[config.mk]
export PLATFORM = sky130hd
export DESIGN_NAME = cv32e40p_alu_ft_manager
export DESIGN_NICKNAME = d
export VERILOG_FILES = /design/src/rtl/cv32e40p_alu_ft_pkg.sv /design/src/rtl/cv32e40p_alu_ft_err_cnt.sv /design/src/rtl/cv32e40p_alu_ft_manager.sv
export SDC_FILE = /design/constraint.sdc
export NUM_CORES = 1
export LEC_CHECK = 0
export CAP_MARGIN = 20
export CORE_ASPECT_RATIO = 0.9
export CORE_MARGIN = 2
export CORE_UTILIZATION = 45
export DETAILED_ROUTE_END_ITERATION = 16
export DONT_BUFFER_PORTS = 1
export GPL_TIMING_DRIVEN = 0
export PLACE_DENSITY_LB_ADDON = 0.12
export SLEW_MARGIN = 20
export SYNTH_ARGS = -nofsm -noshare
export SYNTH_HDL_FRONTEND = slang
export SYNTH_HIERARCHICAL = 1
export SYNTH_SLANG_ARGS = --single-unit
[constraint.sdc]
create_clock -name clock -period 3.1 [get_ports clock]
set_input_delay 0.62 -clock clock [delete_from_list [all_inputs] [get_ports clock]]
set_output_delay 0.62 -clock clock [all_outputs]
set_load 0.02 [all_outputs]
[src/rtl/cv32e40p_alu_ft_pkg.sv]
// Shared types and defaults for the TMR ALU reconfiguration controller.
// Optional build macro used by the manager: CV32E40P_ALU_FT_STATS_EN.
package cv32e40p_alu_ft_pkg;

  // Voter operating mode, driven straight onto the voter mux select.
  typedef enum logic [1:0] {
    VM_TMR    = 2'b00,
    VM_DMR    = 2'b01,
    VM_SINGLE = 2'b10,
    VM_FATAL  = 2'b11
  } vote_mode_e;

  // Health state of one replica (or of the DMR pair).
  typedef enum logic [1:0] {
    RS_OK      = 2'b00,
    RS_SUSPECT = 2'b01,
    RS_RETIRED = 2'b10
  } replica_state_e;

  localparam int unsigned DEF_ERR_THRESH = 100;
  localparam int unsigned DEF_WIN_LEN    = 1024;
  localparam int unsigned DEF_CNT_W      = 7;

  // Voter mode implied by the set of still-active replicas.
  function automatic vote_mode_e mode_from_mask(input logic [2:0] en);
    vote_mode_e m;
    case (en)
      3'b111:                 m = VM_TMR;
      3'b011, 3'b101, 3'b110: m = VM_DMR;
      3'b001, 3'b010, 3'b100: m = VM_SINGLE;
      default:                m = VM_FATAL;
    endcase
    return m;
  endfunction

endpackage

[src/rtl/cv32e40p_alu_ft_err_cnt.sv]
// Windowed error counter with OK/SUSPECT/RETIRED health FSM for one replica
// (also used for the shared DMR pair counter). A counter that reaches the
// threshold raises retire_req_o and holds there, window wraps included, until
// the manager grants the retirement.
module cv32e40p_alu_ft_err_cnt
  import cv32e40p_alu_ft_pkg::*;
#(
  parameter int unsigned ERR_THRESH = DEF_ERR_THRESH,
  parameter int unsigned CNT_W      = DEF_CNT_W
) (
  input  logic           clock,
  input  logic           rst_n,
  input  logic           count_en_i,
  input  logic           win_wrap_i,
  input  logic           retire_grant_i,
  input  logic           clear_i,
  output replica_state_e state_o,
  output logic           retire_req_o
);

  localparam logic [CNT_W-1:0] THRESH = CNT_W'(ERR_THRESH);
  localparam logic [CNT_W-1:0] ONE    = CNT_W'(1);

  logic [CNT_W-1:0] count_q;
  replica_state_e   state_q;
  logic             retired;
  logic             pending;

  assign retired = (state_q == RS_RETIRED);
  // At threshold but not yet granted: waiting behind a lower-index retirement.
  assign pending = !retired && (count_q == THRESH);

  assign retire_req_o = pending ||
                        (!retired && count_en_i && ((count_q + ONE) == THRESH));
  assign state_o      = state_q;

  // Counter and health FSM; a wrap restarts the count, keeping a same-cycle hit.
  always_ff @(posedge clock or negedge rst_n) begin
    if (!rst_n) begin
      count_q <= '0;
      state_q <= RS_OK;
    end else if (clear_i) begin
      count_q <= '0;
      state_q <= RS_OK;
    end else if (retire_grant_i) begin
      state_q <= RS_RETIRED;
    end else if (!retired && !pending) begin
      if (win_wrap_i) begin
        count_q <= count_en_i ? ONE : '0;
        state_q <= count_en_i ? RS_SUSPECT : RS_OK;
      end else if (count_en_i) begin
        count_q <= count_q + ONE;
        state_q <= RS_SUSPECT;
      end
    end
  end

endmodule

[src/rtl/cv32e40p_alu_ft_manager.sv]
// Reconfiguration controller for the triplicated ALU: counts per-replica
// voter mismatches in decaying windows, retires failing replicas one per
// cycle and steps the voter TMR -> DMR -> SINGLE, or to FATAL.
// alu_valid_i qualifies mismatch_i and vote_fail_i; there is no back-pressure.
// Build macro CV32E40P_ALU_FT_STATS_EN adds err_total_o lifetime counters.
module cv32e40p_alu_ft_manager
  import cv32e40p_alu_ft_pkg::*;
#(
  parameter int unsigned NUM_ALU    = 3,
  parameter int unsigned ERR_THRESH = DEF_ERR_THRESH,
  parameter int unsigned WIN_LEN    = DEF_WIN_LEN,
  parameter int unsigned CNT_W      = DEF_CNT_W
) (
  input  logic               clock,
  input  logic               rst_n,
  input  logic               alu_valid_i,
  input  logic [NUM_ALU-1:0] mismatch_i,
  input  logic               vote_fail_i,
  input  logic               clear_i,
  output logic [NUM_ALU-1:0] alu_en_o,
  output logic [1:0]         vote_mode_o,
  output logic               fatal_o,
  output logic               retire_pulse_o
`ifdef CV32E40P_ALU_FT_STATS_EN
  ,
  output logic [NUM_ALU*16-1:0] err_total_o
`endif
);

  localparam int unsigned      WIN_W    = $clog2(WIN_LEN);
  localparam logic [WIN_W-1:0] WIN_LAST = WIN_W'(WIN_LEN - 1);
  localparam logic [WIN_W-1:0] WIN_ONE  = WIN_W'(1);

  logic [WIN_W-1:0]   win_q;
  logic               win_wrap;

  logic [NUM_ALU-1:0] alu_en_q;
  vote_mode_e         mode_q;
  logic               fatal_q;
  logic               pulse_q;

  replica_state_e     rep_state [NUM_ALU];
  logic [NUM_ALU-1:0] rep_cnt_en;
  logic [NUM_ALU-1:0] rep_req;
  logic [NUM_ALU-1:0] rep_grant;
  logic [NUM_ALU-1:0] fsm_grant;
  logic [NUM_ALU-1:0] en_d;

  replica_state_e     pair_state;
  logic               pair_cnt_en;
  logic               pair_req;
  logic               pair_grant;
  logic               grant_any;
  logic               would_fatal;
  logic               fatal_d;

  // Decay window: one tick per valid ALU op, wrapping after WIN_LEN ops.
  assign win_wrap = alu_valid_i && (win_q == WIN_LAST);

  always_ff @(posedge clock or negedge rst_n) begin
    if (!rst_n) begin
      win_q <= '0;
    end else if (clear_i) begin
      win_q <= '0;
    end else if (alu_valid_i) begin
      win_q <= win_wrap ? '0 : (win_q + WIN_ONE);
    end
  end

  // Per-replica counters only run while all three replicas are voting.
  for (genvar i = 0; i < NUM_ALU; i++) begin : g_rep
    assign rep_cnt_en[i] = alu_valid_i && mismatch_i[i] && alu_en_q[i] &&
                           (rep_state[i] != RS_RETIRED) && (mode_q == VM_TMR);

    cv32e40p_alu_ft_err_cnt #(
      .ERR_THRESH (ERR_THRESH),
      .CNT_W      (CNT_W)
    ) u_err_cnt (
      .clock          (clock),
      .rst_n          (rst_n),
      .count_en_i     (rep_cnt_en[i]),
      .win_wrap_i     (win_wrap),
      .retire_grant_i (fsm_grant[i]),
      .clear_i        (clear_i),
      .state_o        (rep_state[i]),
      .retire_req_o   (rep_req[i])
    );
  end

  // In DMR a single disagreement counter covers the remaining pair.
  assign pair_cnt_en = alu_valid_i && vote_fail_i && (mode_q == VM_DMR) &&
                       (pair_state != RS_RETIRED);

  cv32e40p_alu_ft_err_cnt #(
    .ERR_THRESH (ERR_THRESH),
    .CNT_W      (CNT_W)
  ) u_pair_cnt (
    .clock          (clock),
    .rst_n          (rst_n),
    .count_en_i     (pair_cnt_en),
    .win_wrap_i     (win_wrap),
    .retire_grant_i (pair_grant && !would_fatal),
    .clear_i        (clear_i),
    .state_o        (pair_state),
    .retire_req_o   (pair_req)
  );

  // One retirement per cycle: lowest requesting replica first; a pair failure
  // then drops the lower active replica so the highest index keeps running.
  always_comb begin
    rep_grant  = '0;
    pair_grant = 1'b0;
    grant_any  = 1'b0;
    if (!fatal_q) begin
      for (int i = 0; i < NUM_ALU; i++) begin
        if (rep_req[i] && !grant_any) begin
          rep_grant[i] = 1'b1;
          grant_any    = 1'b1;
        end
      end
      if (!grant_any && pair_req && (mode_q == VM_DMR)) begin
        pair_grant = 1'b1;
        for (int i = 0; i < NUM_ALU; i++) begin
          if (alu_en_q[i] && !grant_any) begin
            rep_grant[i] = 1'b1;
            grant_any    = 1'b1;
          end
        end
      end
    end
  end

  // Retiring the last active replica is refused and escalates to FATAL.
  assign would_fatal = grant_any && ((alu_en_q & ~rep_grant) == '0);
  assign fsm_grant   = would_fatal ? '0 : rep_grant;
  assign en_d        = alu_en_q & ~fsm_grant;
  assign fatal_d     = fatal_q || would_fatal;

  // Registered outputs: mask, mode, sticky fatal and the retirement pulse.
  always_ff @(posedge clock or negedge rst_n) begin
    if (!rst_n) begin
      alu_en_q <= '1;
      mode_q   <= VM_TMR;
      fatal_q  <= 1'b0;
      pulse_q  <= 1'b0;
    end else if (clear_i) begin
      alu_en_q <= '1;
      mode_q   <= VM_TMR;
      fatal_q  <= 1'b0;
      pulse_q  <= 1'b0;
    end else begin
      alu_en_q <= en_d;
      mode_q   <= fatal_d ? VM_FATAL : mode_from_mask(en_d);
      fatal_q  <= fatal_d;
      pulse_q  <= grant_any && !would_fatal;
    end
  end

  assign alu_en_o       = alu_en_q;
  assign vote_mode_o    = mode_q;
  assign fatal_o        = fatal_q;
  assign retire_pulse_o = pulse_q;

`ifdef CV32E40P_ALU_FT_STATS_EN
  logic [15:0] tot_q [NUM_ALU];

  // Lifetime mismatch totals, saturating, independent of mode or retirement.
  always_ff @(posedge clock or negedge rst_n) begin
    if (!rst_n) begin
      for (int i = 0; i < NUM_ALU; i++) tot_q[i] <= '0;
    end else if (clear_i) begin
      for (int i = 0; i < NUM_ALU; i++) tot_q[i] <= '0;
    end else begin
      for (int i = 0; i < NUM_ALU; i++) begin
        if (alu_valid_i && mismatch_i[i] && (tot_q[i] != 16'hFFFF)) begin
          tot_q[i] <= tot_q[i] + 16'd1;
        end
      end
    end
  end

  for (genvar i = 0; i < NUM_ALU; i++) begin : g_tot
    assign err_total_o[i*16 +: 16] = tot_q[i];
  end
`endif

endmodule

==> results.ini <==
[timing]
setup_viol=7
post-route-period-util=1.02
fin_crit_ns=3.16
fin_worst_skew_ns=0.0137
slew_viol_final=0
worst_slack_ns=-0.0603
hold_viol=0
slew_headroom=0.558
clock.fmax_ghz=0.316
timing.hold.ws_ns=0.126
worst_slew_pin_slew_ns=0.657
grt_setup_unrepaired=true
finalSetupTns_ns=-0.168

[outcome]
outcome=finished with violations
failed_checks=negative setup slack

[floorplan]
io_pins=15
coreArea_mm2=0.00795
die-width_um=98.9
fp-row-count=31
die_h_um=89.4
dieArea_mm2=0.00883
initial_utilization=0.458

[clock_network]
cts_tree=built
cts_buffers=5
cts_sinks=53
clockBufferDepth=2
clockRootBuffer=clkbuf_8
clk_latency_ns=0.32
htreeDepth=2
clk_pin_slew_ns=0.11

[synth]
synth-seq-area-share=0.365
async_flop_share=1.00
synth_edf_count=0
synth_seq_cells=53
syn-cell-area_mm2=0.00364
synth_top_family_by_area=compound AO/OA/AOI/OAI gates
syn_avg_cell_area_um2=9.61
synthXorXnorAreaFrac=0.0409
synth_cell_types=64
ys.warnings.count=6
synth_flop_cell=dfrtp_1
synthSimpleGateAreaFrac=0.221
synth_fa_ha_area_frac=0.0501
synth_nets=401
synth_compound_area_frac=0.271
synth_mux_area_frac=0
postSynthCellCount=379

[setup_path]
endpoint_kind=flip-flop
critical_path_required_ns=3.34
start_kind=flip-flop
criticalPathCategory=flip-flop to flip-flop
crit_fanout=8
crit_slowest_cell=dfrtp_2
crit_chain=nor3b_4 -> o2111a_2 -> nand4b_1 -> o22ai_4 -> or2b_4 -> o311ai_4 -> o211a_4 -> nor4b_4 -> a311oi_4 -> buf_4 -> nand2_1 -> o2bb2ai_2
ff2ff_setup_slack_ns=-0.06
arrival_ns=3.40
max_stage_delay_ns=0.53

[global_route]
grt_pass1_wl_um=14200
grt_start_max_net_pins=51
first_global_vias=2904
grt-ovfl-total=0
globalRouteTotalUtil=0.198
antenna_found_initial=0

[cells_and_area]
drive_gt1_frac=0.273
antenna_cells=0
seq_area_mm2=0.00134
final_cell_mix=dfrtp_1 (46), inv_1 (32), nand3_1 (27)
multi_input_area_mm2=0.00240
n_fill_cell=701
nets=435
final_common_cell=dfrtp_1
syn_to_final_growth_pct=20.4

[placement]
io_buffers=0
gp_congestion=0.810
dp_slack_ns=-0.519
dp_hpwl_um=5550

[routing]
routed_via_density=5.90
first_pass_iters=4
antenna_left=0
drc_errors=0
drt-initial-drc-count=146
finalWirelength_um=8400
wl_per_cell_um=16.4
via_count=3029

[power_and_ir_drop]
p_total_mw=1.23
p_per_area_mw_per_mm2=280
ir_worst_vdd_uv=164
power.leakage_nw=1.95

[min_path]
hold_class=input port to asynchronous set/reset pin

[run]
cap_violations=0

sequential cells by signal, indices dropped and copies added (netlist names):
| register | flops |
|---|---|
| u_pair_cnt/count_q | 7 |
| alu_en_o | 3 |
| u_pair_cnt/state_o | 2 |
| g_rep.u_err_cnt/state_o | 6 |
| vote_mode_o | 2 |
| g_rep.u_err_cnt/count_q | 21 |
| retire_pulse_o | 1 |
| win_q | 10 |
| fatal_o | 1 |
final timing paths:
check / startpoint / end / cells past startpoint
worst max-delay path: vote_mode_o[0] / u_pair_cnt/count_q[4] / 12
worst min-delay path: rst_n / alu_en_o[2] / 0
worst max register to register: vote_mode_o[0] / u_pair_cnt/count_q[4] / 12
worst min register to register: win_q[9] / win_q[9] / 1
max in group asynchronous: rst_n / g_rep[0].u_err_cnt/count_q[0] / 1
min in group clock: clear_i / g_rep[1].u_err_cnt/count_q[0] / 1
cell usage after synthesis (all sizes together) (4+ instances only):
cell type / number / area, um^2
nand3: 29 / 145
nor3: 18 / 101
o2bb2ai: 11 / 96.3
nand4b: 4 / 35.0
o31ai: 4 / 30.0
o211a: 7 / 70.1
nor2: 22 / 82.6
a31oi: 7 / 58.8
inv: 32 / 120
clkbuf: 4 / 35.0
o21a: 11 / 82.6
nor2b: 15 / 93.8
o2111a: 4 / 45.0
a21oi: 14 / 85.1
a21o: 11 / 87.6
xnor2: 10 / 87.6
nand2: 21 / 78.8
nand2b: 4 / 27.5
ha: 13 / 163
o21ai: 14 / 73.8
dfrtp: 50 / 1250
a22oi: 4 / 30.0
and3b: 4 / 47.6
a311oi: 7 / 114
xor2: 7 / 61.3
nand4: 5 / 46.3
o22ai: 5 / 31.3
area by class of cell:
type	count	area share
timing repair buffer	27	0.0533
tap	99	0.0282
clock buffer	5	0.0157
buffer	7	0.0180
multi-input combinational	287	0.547
inverter	32	0.0274
sequential	53	0.304
clock inverter	3	0.00570
power breakdown:
| part | internal, mW | total [mW] | switching (mW) |
|---|---|---|---|
| combinational | 0.0363 | 0.0943 | 0.0580 |
| clock | 0.165 | 0.423 | 0.257 |
| sequential | 0.700 | 0.712 | 0.0119 |
| total | 0.902 | 1.23 | 0.327 |
cell families (layout without fill, tap and decap cells):
logic type	count (synthesis)	count (layout)
adder cells (fa/ha/maj)	14	14
XOR/XNOR	17	17
flip-flops	53	53
buffers and inverters	39	74
AO/OA/AOI/OAI	117	117
AND/OR/NAND/NOR	139	139
per-layer routing:
layer  GRT usage  routed length (um)
met5           0                   0
met4      0.0511                 128
met3      0.0352                 351
met2       0.327                3910
met1       0.271                4020
through the flow:
stage	util	cell area, um^2	std cells
2_1_floorplan	-	3770	379
3_3_place_gp	0.490	3890	478
3_5_place_dp	0.492	3910	479
4_1_cts	0.540	4290	509
5_1_grt	0.552	4390	513
6_report	0.552	4390	513
worst max-delay path, delay by kind of cell (launching register included):
kind            cells  cell delay (ns)
flops               1             0.53
compound gates      6             1.41
simple gates        5             0.96
buf+inv             1             0.19
repair_timing:
action | 4_1_cts | 5_1_grt
gates resized for setup | 22 | 13
hold buffers | 1 | 0
pin swaps | 19 | 16
setup buffers | 21 | 4
endpoints found under the hold margin | 50 | 0
cloned | 0 | 0
endpoints found under the setup margin | 34 | 35
Note: power is estimated with default switching activity, not from simulation.
